File: config.mk
export PLATFORM = sky130hd
export DESIGN_NAME = coproc_host_link_flat
export DESIGN_NICKNAME = d
export VERILOG_FILES = /design/src/rtl/coproc_host_link_if.sv /design/src/rtl/coproc_host_link.sv /design/src/flat_wrapper.sv
export SDC_FILE = /design/constraint.sdc
export NUM_CORES = 1
export LEC_CHECK = 0
export BUFFER_PORTS_ARGS = -buffer_cell sky130_fd_sc_hd__buf_2
export CAP_MARGIN = 20
export CORE_UTILIZATION = 55
export CTS_BUF_LIST = sky130_fd_sc_hd__clkbuf_2 sky130_fd_sc_hd__clkbuf_4 sky130_fd_sc_hd__clkbuf_8
export CTS_CLUSTER_SIZE = 16
export DETAILED_ROUTE_END_ITERATION = 7
export PLACE_DENSITY = 0.77
export SYNTH_ARGS = -nofsm -noshare
export SYNTH_HDL_FRONTEND = slang
export SYNTH_SLANG_ARGS = --single-unit
File: constraint.sdc
create_clock -name clk_100MHz -period 5.3 [get_ports clk_100MHz]
set_input_delay 1.06 -clock clk_100MHz [delete_from_list [all_inputs] [get_ports clk_100MHz]]
set_output_delay 1.06 -clock clk_100MHz [all_outputs]
set_load 0.01 [all_outputs]
File: src/rtl/coproc_host_link_if.sv
// coproc_host_link_if
//   Bundles the request/response handshake and the UART link pins of the
//   coprocessor host link.
//   slave  : view used by coproc_host_link (drives tx, valid_out, responses)
//   master : view used by the local logic / link model (drives requests, rx)
// Signals:
//   req_valid/req_ready/req_frame      request frame handshake
//   rsp_valid/rsp_frame                received response frame + strobe
//   rsp_timeout, rx_err                one-cycle status pulses
//   tx, rx, valid_out                  link pins to the coprocessor
//   busy                               inverse of req_ready
interface coproc_host_link_if #(
  parameter int DBITS       = 8,
  parameter int FRAME_BYTES = 18
);
  logic                           req_valid;
  logic                           req_ready;
  logic [FRAME_BYTES*DBITS-1:0]   req_frame;
  logic                           rsp_valid;
  logic [FRAME_BYTES*DBITS-1:0]   rsp_frame;
  logic                           rsp_timeout;
  logic                           rx_err;
  logic                           tx;
  logic                           rx;
  logic                           valid_out;
  logic                           busy;

  modport master (
    output req_valid, req_frame, rx,
    input  req_ready, rsp_valid, rsp_frame, rsp_timeout, rx_err, tx, valid_out, busy
  );

  modport slave (
    input  req_valid, req_frame, rx,
    output req_ready, rsp_valid, rsp_frame, rsp_timeout, rx_err, tx, valid_out, busy
  );
endinterface

File: src/rtl/coproc_host_link.sv
// coproc_host_link
//   Host-side initiator for the UART coprocessor link. Serialises a request
//   frame 8N1 on tx, pulses valid_out, then collects the response frame from
//   rx (only while waiting for it) or reports a timeout.
// Ports:
//   clk_100MHz  sole clock
//   reset       synchronous, active-high
//   bus         coproc_host_link_if.slave: request/response handshake,
//               tx/rx/valid_out link pins, busy status
//
// state    | meaning
// ---------+----------------------------------------------------------
// S_IDLE   | ready for a request frame, tx idle high
// S_TX     | shifting the frame out, start/data/stop per byte
// S_STROBE | valid_out high for STROBE_CYCLES clocks
// S_WAIT   | receiving the response frame, timeout counter running
module coproc_host_link #(
  parameter int DBITS          = 8,
  parameter int FRAME_BYTES    = 18,
  parameter int CLKS_PER_BIT   = 897,
  parameter int STROBE_CYCLES  = 64,
  parameter int TIMEOUT_CYCLES = 2_000_000
) (
  input  logic                 clk_100MHz,
  input  logic                 reset,
  coproc_host_link_if.slave    bus
);

  localparam int FW     = FRAME_BYTES * DBITS;
  localparam int BAUD_W = $clog2(CLKS_PER_BIT + 1);
  localparam int BIT_W  = $clog2(DBITS + 3);
  localparam int BYTE_W = $clog2(FRAME_BYTES + 1);
  localparam int STB_W  = $clog2(STROBE_CYCLES + 1);
  localparam int TO_W   = $clog2(TIMEOUT_CYCLES + 1);

  localparam logic [1:0] S_IDLE   = 2'd0;
  localparam logic [1:0] S_TX     = 2'd1;
  localparam logic [1:0] S_STROBE = 2'd2;
  localparam logic [1:0] S_WAIT   = 2'd3;

  localparam logic [BAUD_W-1:0] BAUD_RELOAD = BAUD_W'(CLKS_PER_BIT - 1);
  localparam logic [BAUD_W-1:0] BAUD_HALF   = BAUD_W'(CLKS_PER_BIT / 2 - 1);
  localparam logic [BIT_W-1:0]  BIT_STOP    = BIT_W'(DBITS + 1);
  localparam logic [BIT_W-1:0]  BIT_DATA    = BIT_W'(DBITS);

  logic [1:0]        r_state;
  logic [FW-1:0]     r_tx_shift;
  logic [BAUD_W-1:0] r_tx_baud;
  logic [BIT_W-1:0]  r_tx_bit;
  logic [BYTE_W-1:0] r_tx_byte;
  logic              r_tx;
  logic              r_valid_out;
  logic [STB_W-1:0]  r_stb_cnt;
  logic [TO_W-1:0]   r_to_cnt;
  logic              r_req_ready;
  logic              r_busy;

  logic              r_rx_s1;
  logic              r_rx_s2;
  logic              r_rx_s3;
  logic              r_rx_active;
  logic [BAUD_W-1:0] r_rx_baud;
  logic [BIT_W-1:0]  r_rx_bit;
  logic [DBITS-1:0]  r_rx_shift;
  logic [BYTE_W-1:0] r_rx_count;
  logic [FW-1:0]     r_rx_buf;
  logic [FW-1:0]     r_rsp_frame;
  logic              r_rsp_valid;
  logic              r_rsp_timeout;
  logic              r_rx_err;

  logic              w_rx_fall;
  logic              w_stop_ok;
  logic              w_frame_done;
  logic [FW-1:0]     w_buf_upd;

  // Bytes shift in from the top, so after FRAME_BYTES accepted characters
  // byte 0 sits in the low bits regardless of any earlier partial frame.
  always_comb begin
    w_rx_fall    = r_rx_s3 & ~r_rx_s2;
    w_stop_ok    = r_rx_active && (r_rx_baud == '0) && (r_rx_bit == BIT_STOP) && r_rx_s2;
    w_frame_done = w_stop_ok && (r_rx_count == BYTE_W'(FRAME_BYTES - 1));
    w_buf_upd    = {r_rx_shift, r_rx_buf[FW-1:DBITS]};
  end

  always_ff @(posedge clk_100MHz) begin
    if (reset) begin
      r_rx_s1 <= 1'b1;
      r_rx_s2 <= 1'b1;
      r_rx_s3 <= 1'b1;
    end else begin
      r_rx_s1 <= bus.rx;
      r_rx_s2 <= r_rx_s1;
      r_rx_s3 <= r_rx_s2;
    end
  end

  always_ff @(posedge clk_100MHz) begin
    if (reset) begin
      r_state       <= S_IDLE;
      r_tx_shift    <= '0;
      r_tx_baud     <= '0;
      r_tx_bit      <= '0;
      r_tx_byte     <= '0;
      r_tx          <= 1'b1;
      r_valid_out   <= 1'b0;
      r_stb_cnt     <= '0;
      r_to_cnt      <= '0;
      r_req_ready   <= 1'b1;
      r_busy        <= 1'b0;
      r_rx_active   <= 1'b0;
      r_rx_baud     <= '0;
      r_rx_bit      <= '0;
      r_rx_shift    <= '0;
      r_rx_count    <= '0;
      r_rx_buf      <= '0;
      r_rsp_frame   <= '0;
      r_rsp_valid   <= 1'b0;
      r_rsp_timeout <= 1'b0;
      r_rx_err      <= 1'b0;
    end else begin
      r_rsp_valid   <= 1'b0;
      r_rsp_timeout <= 1'b0;
      r_rx_err      <= 1'b0;

      case (r_state)
        S_IDLE: begin
          if (bus.req_valid) begin
            r_state     <= S_TX;
            r_tx_shift  <= bus.req_frame;
            r_tx_byte   <= '0;
            r_tx_bit    <= '0;
            r_tx_baud   <= BAUD_RELOAD;
            r_tx        <= 1'b0;
            r_req_ready <= 1'b0;
            r_busy      <= 1'b1;
          end
        end

        S_TX: begin
          if (r_tx_baud != '0) begin
            r_tx_baud <= r_tx_baud - 1'b1;
          end else begin
            r_tx_baud <= BAUD_RELOAD;
            if (r_tx_bit == BIT_STOP) begin
              if (r_tx_byte == BYTE_W'(FRAME_BYTES - 1)) begin
                r_state     <= S_STROBE;
                r_valid_out <= 1'b1;
                r_stb_cnt   <= STB_W'(STROBE_CYCLES - 1);
              end else begin
                r_tx_byte <= r_tx_byte + 1'b1;
                r_tx_bit  <= '0;
                r_tx      <= 1'b0;
              end
            end else begin
              r_tx_bit <= r_tx_bit + 1'b1;
              // The whole frame shifts right one bit per data bit, so the
              // next bit to send is always at position 0.
              if (r_tx_bit < BIT_DATA) begin
                r_tx       <= r_tx_shift[0];
                r_tx_shift <= r_tx_shift >> 1;
              end else begin
                r_tx <= 1'b1;
              end
            end
          end
        end

        S_STROBE: begin
          if (r_stb_cnt == '0) begin
            r_valid_out <= 1'b0;
            r_state     <= S_WAIT;
            r_to_cnt    <= TO_W'(TIMEOUT_CYCLES - 1);
            r_rx_count  <= '0;
            r_rx_active <= 1'b0;
          end else begin
            r_stb_cnt <= r_stb_cnt - 1'b1;
          end
        end

        default: begin
          // A frame completing on the timeout cycle takes precedence.
          if (w_frame_done) begin
            r_rsp_frame <= w_buf_upd;
            r_rsp_valid <= 1'b1;
            r_state     <= S_IDLE;
            r_req_ready <= 1'b1;
            r_busy      <= 1'b0;
            r_rx_active <= 1'b0;
          end else if (r_to_cnt == '0) begin
            r_rsp_timeout <= 1'b1;
            r_state       <= S_IDLE;
            r_req_ready   <= 1'b1;
            r_busy        <= 1'b0;
            r_rx_active   <= 1'b0;
          end else begin
            r_to_cnt <= r_to_cnt - 1'b1;
            if (!r_rx_active) begin
              if (w_rx_fall) begin
                r_rx_active <= 1'b1;
                r_rx_baud   <= BAUD_HALF;
                r_rx_bit    <= '0;
              end
            end else if (r_rx_baud != '0) begin
              r_rx_baud <= r_rx_baud - 1'b1;
            end else begin
              r_rx_baud <= BAUD_RELOAD;
              if (r_rx_bit == '0) begin
                // Start bit high at mid-bit: a glitch, go back to hunting.
                if (r_rx_s2) r_rx_active <= 1'b0;
                else         r_rx_bit    <= 1'b1;
              end else if (r_rx_bit <= BIT_DATA) begin
                r_rx_shift <= {r_rx_s2, r_rx_shift[DBITS-1:1]};
                r_rx_bit   <= r_rx_bit + 1'b1;
              end else begin
                r_rx_active <= 1'b0;
                if (r_rx_s2) begin
                  r_rx_buf   <= w_buf_upd;
                  r_rx_count <= r_rx_count + 1'b1;
                end else begin
                  r_rx_err <= 1'b1;
                end
              end
            end
          end
        end
      endcase
    end
  end

  assign bus.req_ready   = r_req_ready;
  assign bus.busy        = r_busy;
  assign bus.tx          = r_tx;
  assign bus.valid_out   = r_valid_out;
  assign bus.rsp_valid   = r_rsp_valid;
  assign bus.rsp_frame   = r_rsp_frame;
  assign bus.rsp_timeout = r_rsp_timeout;
  assign bus.rx_err      = r_rx_err;

endmodule

File: src/flat_wrapper.sv
// flat-port wrapper written by rule: the top's interface ports become plain ports
module coproc_host_link_flat 
#(
  parameter int DBITS          = 8,
  parameter int FRAME_BYTES    = 18,
  parameter int CLKS_PER_BIT   = 897,
  parameter int STROBE_CYCLES  = 64,
  parameter int TIMEOUT_CYCLES = 2_000_000
)
  (clk_100MHz, reset, bus_req_valid, bus_req_frame, bus_rx, bus_req_ready, bus_rsp_valid, bus_rsp_frame, bus_rsp_timeout, bus_rx_err, bus_tx, bus_valid_out, bus_busy);
  coproc_host_link_if #(.DBITS(DBITS), .FRAME_BYTES(FRAME_BYTES)) bus_i ();
  input  logic clk_100MHz;
  input  logic reset;
  input wire logic [$bits(bus_i.req_valid)-1:0] bus_req_valid;
  input wire logic [$bits(bus_i.req_frame)-1:0] bus_req_frame;
  input wire logic [$bits(bus_i.rx)-1:0] bus_rx;
  output wire logic [$bits(bus_i.req_ready)-1:0] bus_req_ready;
  output wire logic [$bits(bus_i.rsp_valid)-1:0] bus_rsp_valid;
  output wire logic [$bits(bus_i.rsp_frame)-1:0] bus_rsp_frame;
  output wire logic [$bits(bus_i.rsp_timeout)-1:0] bus_rsp_timeout;
  output wire logic [$bits(bus_i.rx_err)-1:0] bus_rx_err;
  output wire logic [$bits(bus_i.tx)-1:0] bus_tx;
  output wire logic [$bits(bus_i.valid_out)-1:0] bus_valid_out;
  output wire logic [$bits(bus_i.busy)-1:0] bus_busy;
  assign bus_i.req_valid = bus_req_valid;
  assign bus_i.req_frame = bus_req_frame;
  assign bus_i.rx = bus_rx;
  assign bus_req_ready = bus_i.req_ready;
  assign bus_rsp_valid = bus_i.rsp_valid;
  assign bus_rsp_frame = bus_i.rsp_frame;
  assign bus_rsp_timeout = bus_i.rsp_timeout;
  assign bus_rx_err = bus_i.rx_err;
  assign bus_tx = bus_i.tx;
  assign bus_valid_out = bus_i.valid_out;
  assign bus_busy = bus_i.busy;
  coproc_host_link #(.DBITS(DBITS), .FRAME_BYTES(FRAME_BYTES), .CLKS_PER_BIT(CLKS_PER_BIT), .STROBE_CYCLES(STROBE_CYCLES), .TIMEOUT_CYCLES(TIMEOUT_CYCLES)) u_core (.clk_100MHz(clk_100MHz), .reset(reset), .bus(bus_i));
endmodule
Word level (Yosys, flattened, before mapping)
Index checks and enable logic that the tools add are counted.

Word-level logic and storage cells: 191. Output and inout bits: 151. Flip-flop bits (word level): 519.

Add/sub/neg operators: 8. Mux-type cells: 82. Bitwise operators: 11. Magnitude comparators: 2. Equality and inequality tests: 24. Reductions and logical operators: 40.

Operators with widths (count): $mux W144 (4); $pmux W144 S2 (1); $mux W21 (3); $mux W5 (12); $mux W10 (5); $pmux W21 S2 (1); $mux W4 (10); $mux W7 (4); $mux W1 (24); $ne A2 B2 Y1 const B (11); $logic_not A21 Y1 (1); $sub A21 B1 Y21 const B (1); $pmux W10 S2 (1); $pmux W5 S2 (2); $reduce_and A5 Y1 (4); $reduce_bool A10 Y1 (2); $sub A10 B1 Y10 const B (2); $mux W2 (7); $pmux W7 S2 (1); $reduce_and A7 Y1 (2); $reduce_and A4 Y1 (3); $add A5 B1 Y5 const B (2); $eq A5 B5 Y1 const B (2); $logic_not A10 Y1 (1); 31 further kinds (61).

Longest topological paths before layout
Depth after elaboration: 9. Gate-level depth with buffers: 11.

Least setup slack after synthesis
No wires, ideal clock.

Kind: reg2reg. From: register u_core.r_state[0]. To: register u_core.r_to_cnt[15]. Setup slack: 2.701 ns. Cell stages (with the launch flop): 10. Required time: 5.226 ns. Buffers on the path: 2. Arrival time: 2.524 ns. Path through: dfxtp_1 -> inv_1 -> ha_1 -> clkbuf_1 -> or2_2 -> clkbuf_1 -> nor3_1 -> nand2_1 -> or4b_2 -> a31oi_1.

Word-level cells in the longest chain between the ends: 4.

Ends and longest elaborated chain: start: declaration (line coproc_host_link.sv:46) `logic [1:0] r_state;`; start signal: assignment (line coproc_host_link.sv:100) `r_state <= S_IDLE;`; start signal: assignment (line coproc_host_link.sv:129) `r_state <= S_TX;`; start signal: assignment (line coproc_host_link.sv:147) `r_state <= S_STROBE;`; $eq A2 B1 Y1 / $logic_not A2 Y1 (equally long branches) (line coproc_host_link.sv:126) `case (r_state)`; $reduce_or A2 Y1 (no source line); $not A1 Y1 (no source line); $reduce_and A4 Y1 (no source line); end signal: assignment (line coproc_host_link.sv:173) `r_to_cnt <= TO_W'(TIMEOUT_CYCLES - 1);`; end signal: assignment (line coproc_host_link.sv:197) `r_to_cnt <= r_to_cnt - 1'b1;`; end: declaration (line coproc_host_link.sv:54) `logic [TO_W-1:0] r_to_cnt;`.

Several ways; a longest one is shown, not always the timed one. A chain may end at the register's enable or synchronous reset.

Worst setup path after layout
From: register u_core.r_rx_baud[0]. To: register u_core.r_rx_buf[117].

Word-level cells in the longest chain between the ends: 7.

Ends and longest elaborated chain: start: declaration (line coproc_host_link.sv:62) `logic [BAUD_W-1:0] r_rx_baud;`; start signal: assignment (line coproc_host_link.sv:205) `r_rx_baud <= r_rx_baud - 1'b1;`; $logic_not A10 Y1 (line coproc_host_link.sv:81) `w_stop_ok = r_rx_active && (r_rx_baud == '0) && (r_rx_bit == BIT_STOP) && r_rx_s2;`; $logic_and A1 B1 Y1 (3 in a row) (line coproc_host_link.sv:81); $logic_and A1 B1 Y1 (line coproc_host_link.sv:82) `w_frame_done = w_stop_ok && (r_rx_count == BYTE_W'(FRAME_BYTES - 1));`; $not A1 Y1 (no source line); $reduce_and A8 Y1 (no source line) (*); end signal: assignment (line coproc_host_link.sv:218) `r_rx_buf <= w_buf_upd;`; end: declaration (line coproc_host_link.sv:66) `logic [FW-1:0] r_rx_buf;`.

Mark *: on every way between the ends. The rest lies on a longest branch, timed or not.

==> results by stage <==
Clock network:
- CTS placed an instance of sky130_fd_sc_hd__clkbuf_8 at the clock tree root.
- The clock latency reported for the late side of the worst-skew pair is 660 ps.
- The clock tree from TritonCTS is built.
- The maximum number of buffers from clock root to sink is 3.
- The H-tree depth is 3.
- The sink count of the clock tree is 511.
- The number of buffers created by CTS is 83.
- The number of buffers added to fix hold violations after cts is 0.
- Clock-pin slew was measured on the worst setup and hold paths at 60 ps.
- The number of gates given a new drive strength after cts is 0.
- The post-CTS setup repair buffer count is 0.

GRT:
- The number of antenna violations at the first check in global routing came to 7.
- The first global-routing pass estimated 80700 um of wire.
- The maximum number of pins on one net before global-route repair is 162.
- Across every metal layer, demand over resource in global routing totals 0.254.
- The total overflow left after global routing is 0.
- The number of global-route vias before repair came to 16633.

Floorplanning:
- Measured along the x axis, the die boundary spans 195 um.
- The area of the core region is 36600 um2.
- The die area is 37900 um2.
- For this design the top-level I/O count stands at 299.
- The floorplan die height is 195 um.
- The starting density of the core is 0.558.
- The floorplan has 70 rows.

STA:
- The setup-violating endpoint count in the final report is 0.
- The fmax is 275 MHz.
- In the finished design, the share of the clock period the worst path needs comes to 0.685.
- For the final routed database, the setup TNS stands at 0 ps.
- Setup repair after global routing left no endpoint under its margin.
- The count of endpoints failing hold in the final timing report is 0.
- The final count of pins violating max slew is 0.
- The relative slew slack is 0.288.
- The minimum clock period is 3630 ps.
- For the pin with the worst max-slew slack, the measured transition is 1060 ps.
- On the final layout, the worst clock skew is 41.7 ps.

Yosys:
- The fraction of registers with async set or reset after synthesis is 0.
- The flip-flop cell with the highest count after synthesis is sky130_fd_sc_hd__dfxtp_1.
- During synthesis, Yosys emitted a total of 0 warnings.
- The number of flops mapped to enable cells by yosys is 0.
- After synthesis, the mean cell area works out to 8.44 um2.
- Of the total synthesized cell area, the portion taken by full adders, half adders and majority gates is 0.0122.
- Of the synthesized area, sequential elements account for 0.500.
- The total nets after synthesis is 2591.
- After synthesis the cells add up to 20400 um2.
- Of the total synthesized cell area, the portion taken by AND, OR, NAND and NOR gates is 0.197.
- The post-synthesis mux area share is 0.0765.
- The fraction of synthesized cell area in xor and xnor cells is 0.00857.
- The complex-gate fraction of the synthesized area is 0.162.
- Synthesis handed over a netlist of 2423 instances.
- The combinational family with the most area after synthesis is simple AND/OR/NAND/NOR gates.
- The synthesized design contains 511 register bits.
- Synthesis instantiated 65 different standard cells from the library.

Setup path:
- For the worst setup path, the data required time is 5860 ps.
- Setup slack on the worst reg-to-reg path comes out at 1670 ps.
- The arrival time at the worst endpoint is 4190 ps.
- The endpoint identified for the worst register-to-register timing path is u_core.r_rx_buf[117].
- For the worst flop-to-flop path, the logic depth is 9.
- The worst setup path is launched from a flop.
- In this run the critical register-to-register path is launched from u_core.r_rx_baud[0].
- The critical path is of the reg2reg type.
- The peak fanout along the critical path is 88.
- STA classifies the critical path endpoint as a flop.

Route:
- The first-pass iteration count of the detailed router is 5.
- Summed over all layers, the routed wires come to 49500 um.
- The count of nets left with antenna violations once routing finished came out at 0.
- The via density per instance is 5.57.
- The count of routing violations after the opening detailed-route iteration is 1051.
- After detailed routing, the number of remaining DRC violations is 0.
- In the final routed layout, each cell accounts on average for 15.6 um.
- The routed layout has 17708 vias.

Hold path:
- The startpoint identified for the worst hold timing path is u_core.bus.rsp_frame[8].
- The worst hold path was traced through 2 stages.
- The sink of the worst hold path is u_core.bus.rsp_frame[8].
- The tightest min-delay check is of the reg2reg type.

Flow run:
- The tool flagged a number of max-cap violations equal to 0.

Finish:
- The post-layout instance area is 23800 um2.
- The number of nets at the end of the flow is 2809.
- The post-synthesis to final-layout area growth is 16.6%.
- The fraction of layout cells with a size suffix above 1 is 0.186.

Pwr:
- IR analysis of the VDD net gives a maximum drop of 0.363 mV.
- For this design the static power due to leakage is 9.08 nW.
- In this run the power density over the cells is 496 nW/um2.
- The post-route total power is 11.8 mW.

Run status:
- The run finished with clean final reports.

Placed design:
- The final estimated routing congestion in global placement is 0.858.
- The area after detailed placement is 22000 um2.
- The HPWL after detailed placement is 31700 um.
- The count of input and output buffers is 298.
-- layout make-up --
class | instances | area (um2)
well taps | 468 | 586
clock inverters | 13 | 106
inverters | 24 | 90.1
flip-flops and latches | 511 | 10200
repair buffers | 318 | 1730
fillers | 3106 | 12800
multi-input cells | 1703 | 9380
clock buffers | 141 | 1720
diodes | 2 | 5.00
-- per-layer routing --
metal  wire length [um]  part of all wire  vias to the layer above  track usage
met5                 73            0.0015                        -            0
met3               3780             0.076                      109       0.0739
met4               1170             0.024                       12       0.0875
li1                   -                 -                     8791            -
met2              22900              0.46                      586        0.405
met1              21600              0.44                     8210        0.328
-- worst max-delay path by stage --
stage,from,to,slack [ps],depth (start not counted)
floorplan,u_core.r_state[0],u_core.r_to_cnt[15],2700,9
global placement,u_core.r_rx_baud[0],u_core.r_rx_buf[44],1860,9
detailed placement,u_core.r_rx_baud[0],u_core.r_rx_buf[117],1750,9
CTS,u_core.r_rx_baud[0],u_core.r_rx_buf[117],1720,9
global route,u_core.r_rx_baud[0],u_core.r_rx_buf[120],1380,9
finish,u_core.r_rx_baud[0],u_core.r_rx_buf[117],1670,9
-- where the power goes --
part           switching [mW]  internal, mW
logic                    1.96          1.31
registers               0.404          4.48
clock network            1.57          2.10
total                    3.93          7.88
-- cells in the final DEF, fill, tap and decap left out, types with 21 or more instances in the layout --
cell type                  netlist  final
sky130_fd_sc_hd__a211oi_1      147    147
sky130_fd_sc_hd__a21oi_1       321    321
sky130_fd_sc_hd__buf_2          36    297
sky130_fd_sc_hd__clkbuf_4        0     35
sky130_fd_sc_hd__clkbuf_8        0    106
sky130_fd_sc_hd__dfxtp_1       511    511
sky130_fd_sc_hd__inv_1          22     22
sky130_fd_sc_hd__mux2i_1       155    155
sky130_fd_sc_hd__nand2_1       608    607
sky130_fd_sc_hd__nor2_1        196    196
sky130_fd_sc_hd__nor3_1         24     24
sky130_fd_sc_hd__o21ai_0        21     21
-- stage by stage --
stage | worst slack [ps] | std cells | util | hold WS [ps]
CTS | 1720 | 3176 | 0.650 | 449
detailed placement | 1750 | 3022 | 0.600 | 432
global route | 1380 | 3178 | 0.651 | 461
finish | 1670 | 3180 | 0.651 | 446
floorplan | 2700 | 2423 | - | 389
global placement | 1860 | 3022 | 0.600 | 434
-- critical path, stage by stage (launching register included) --
cell                       delay (ps)
sky130_fd_sc_hd__dfxtp_1          330
sky130_fd_sc_hd__inv_1            100
sky130_fd_sc_hd__ha_1             160
sky130_fd_sc_hd__nor4b_2          480
sky130_fd_sc_hd__nand2b_1         200
sky130_fd_sc_hd__nor4_2           570
sky130_fd_sc_hd__and4_4           930
sky130_fd_sc_hd__buf_4            410
sky130_fd_sc_hd__nand2_1          100
sky130_fd_sc_hd__a21oi_1          160
-- flip-flops by register name, summed over array words and instances, names as in the netlist, 2 cells and up --
name                  flops
u_core.r_rx_baud         10
u_core.r_state            2
u_core.r_stb_cnt          7
u_core.r_tx_baud         10
u_core.r_rx_count         5
u_core.r_rx_buf         136
u_core.r_tx_byte          5
u_core.r_tx_bit           4
u_core.r_rx_bit           4
u_core.bus.rsp_frame    144
u_core.r_rx_shift         8
u_core.r_tx_shift       144
u_core.r_to_cnt          21
-- synthesized netlist by cell type (all sizes together) (20+ instances only) --
cell	number	area [um2]
nand2	608	2280
mux2i	155	1550
inv	22	82.6
dfxtp	511	10200
buf	46	270
nor2	196	736
o21ai	22	110
nor3	25	130
a21oi	322	1620
a211oi	147	1100
clkbuf	139	522
ha	20	250
-- cell families after synthesis --
kind of cell,after synthesis
buffers and inverters,209
AND/OR/NAND/NOR,956
AO/OA/AOI/OAI,551
XOR/XNOR,20
flip-flops,511
adder cells (fa/ha/maj),20
multiplexers,156
Note: power is estimated with default switching activity, not from simulation.
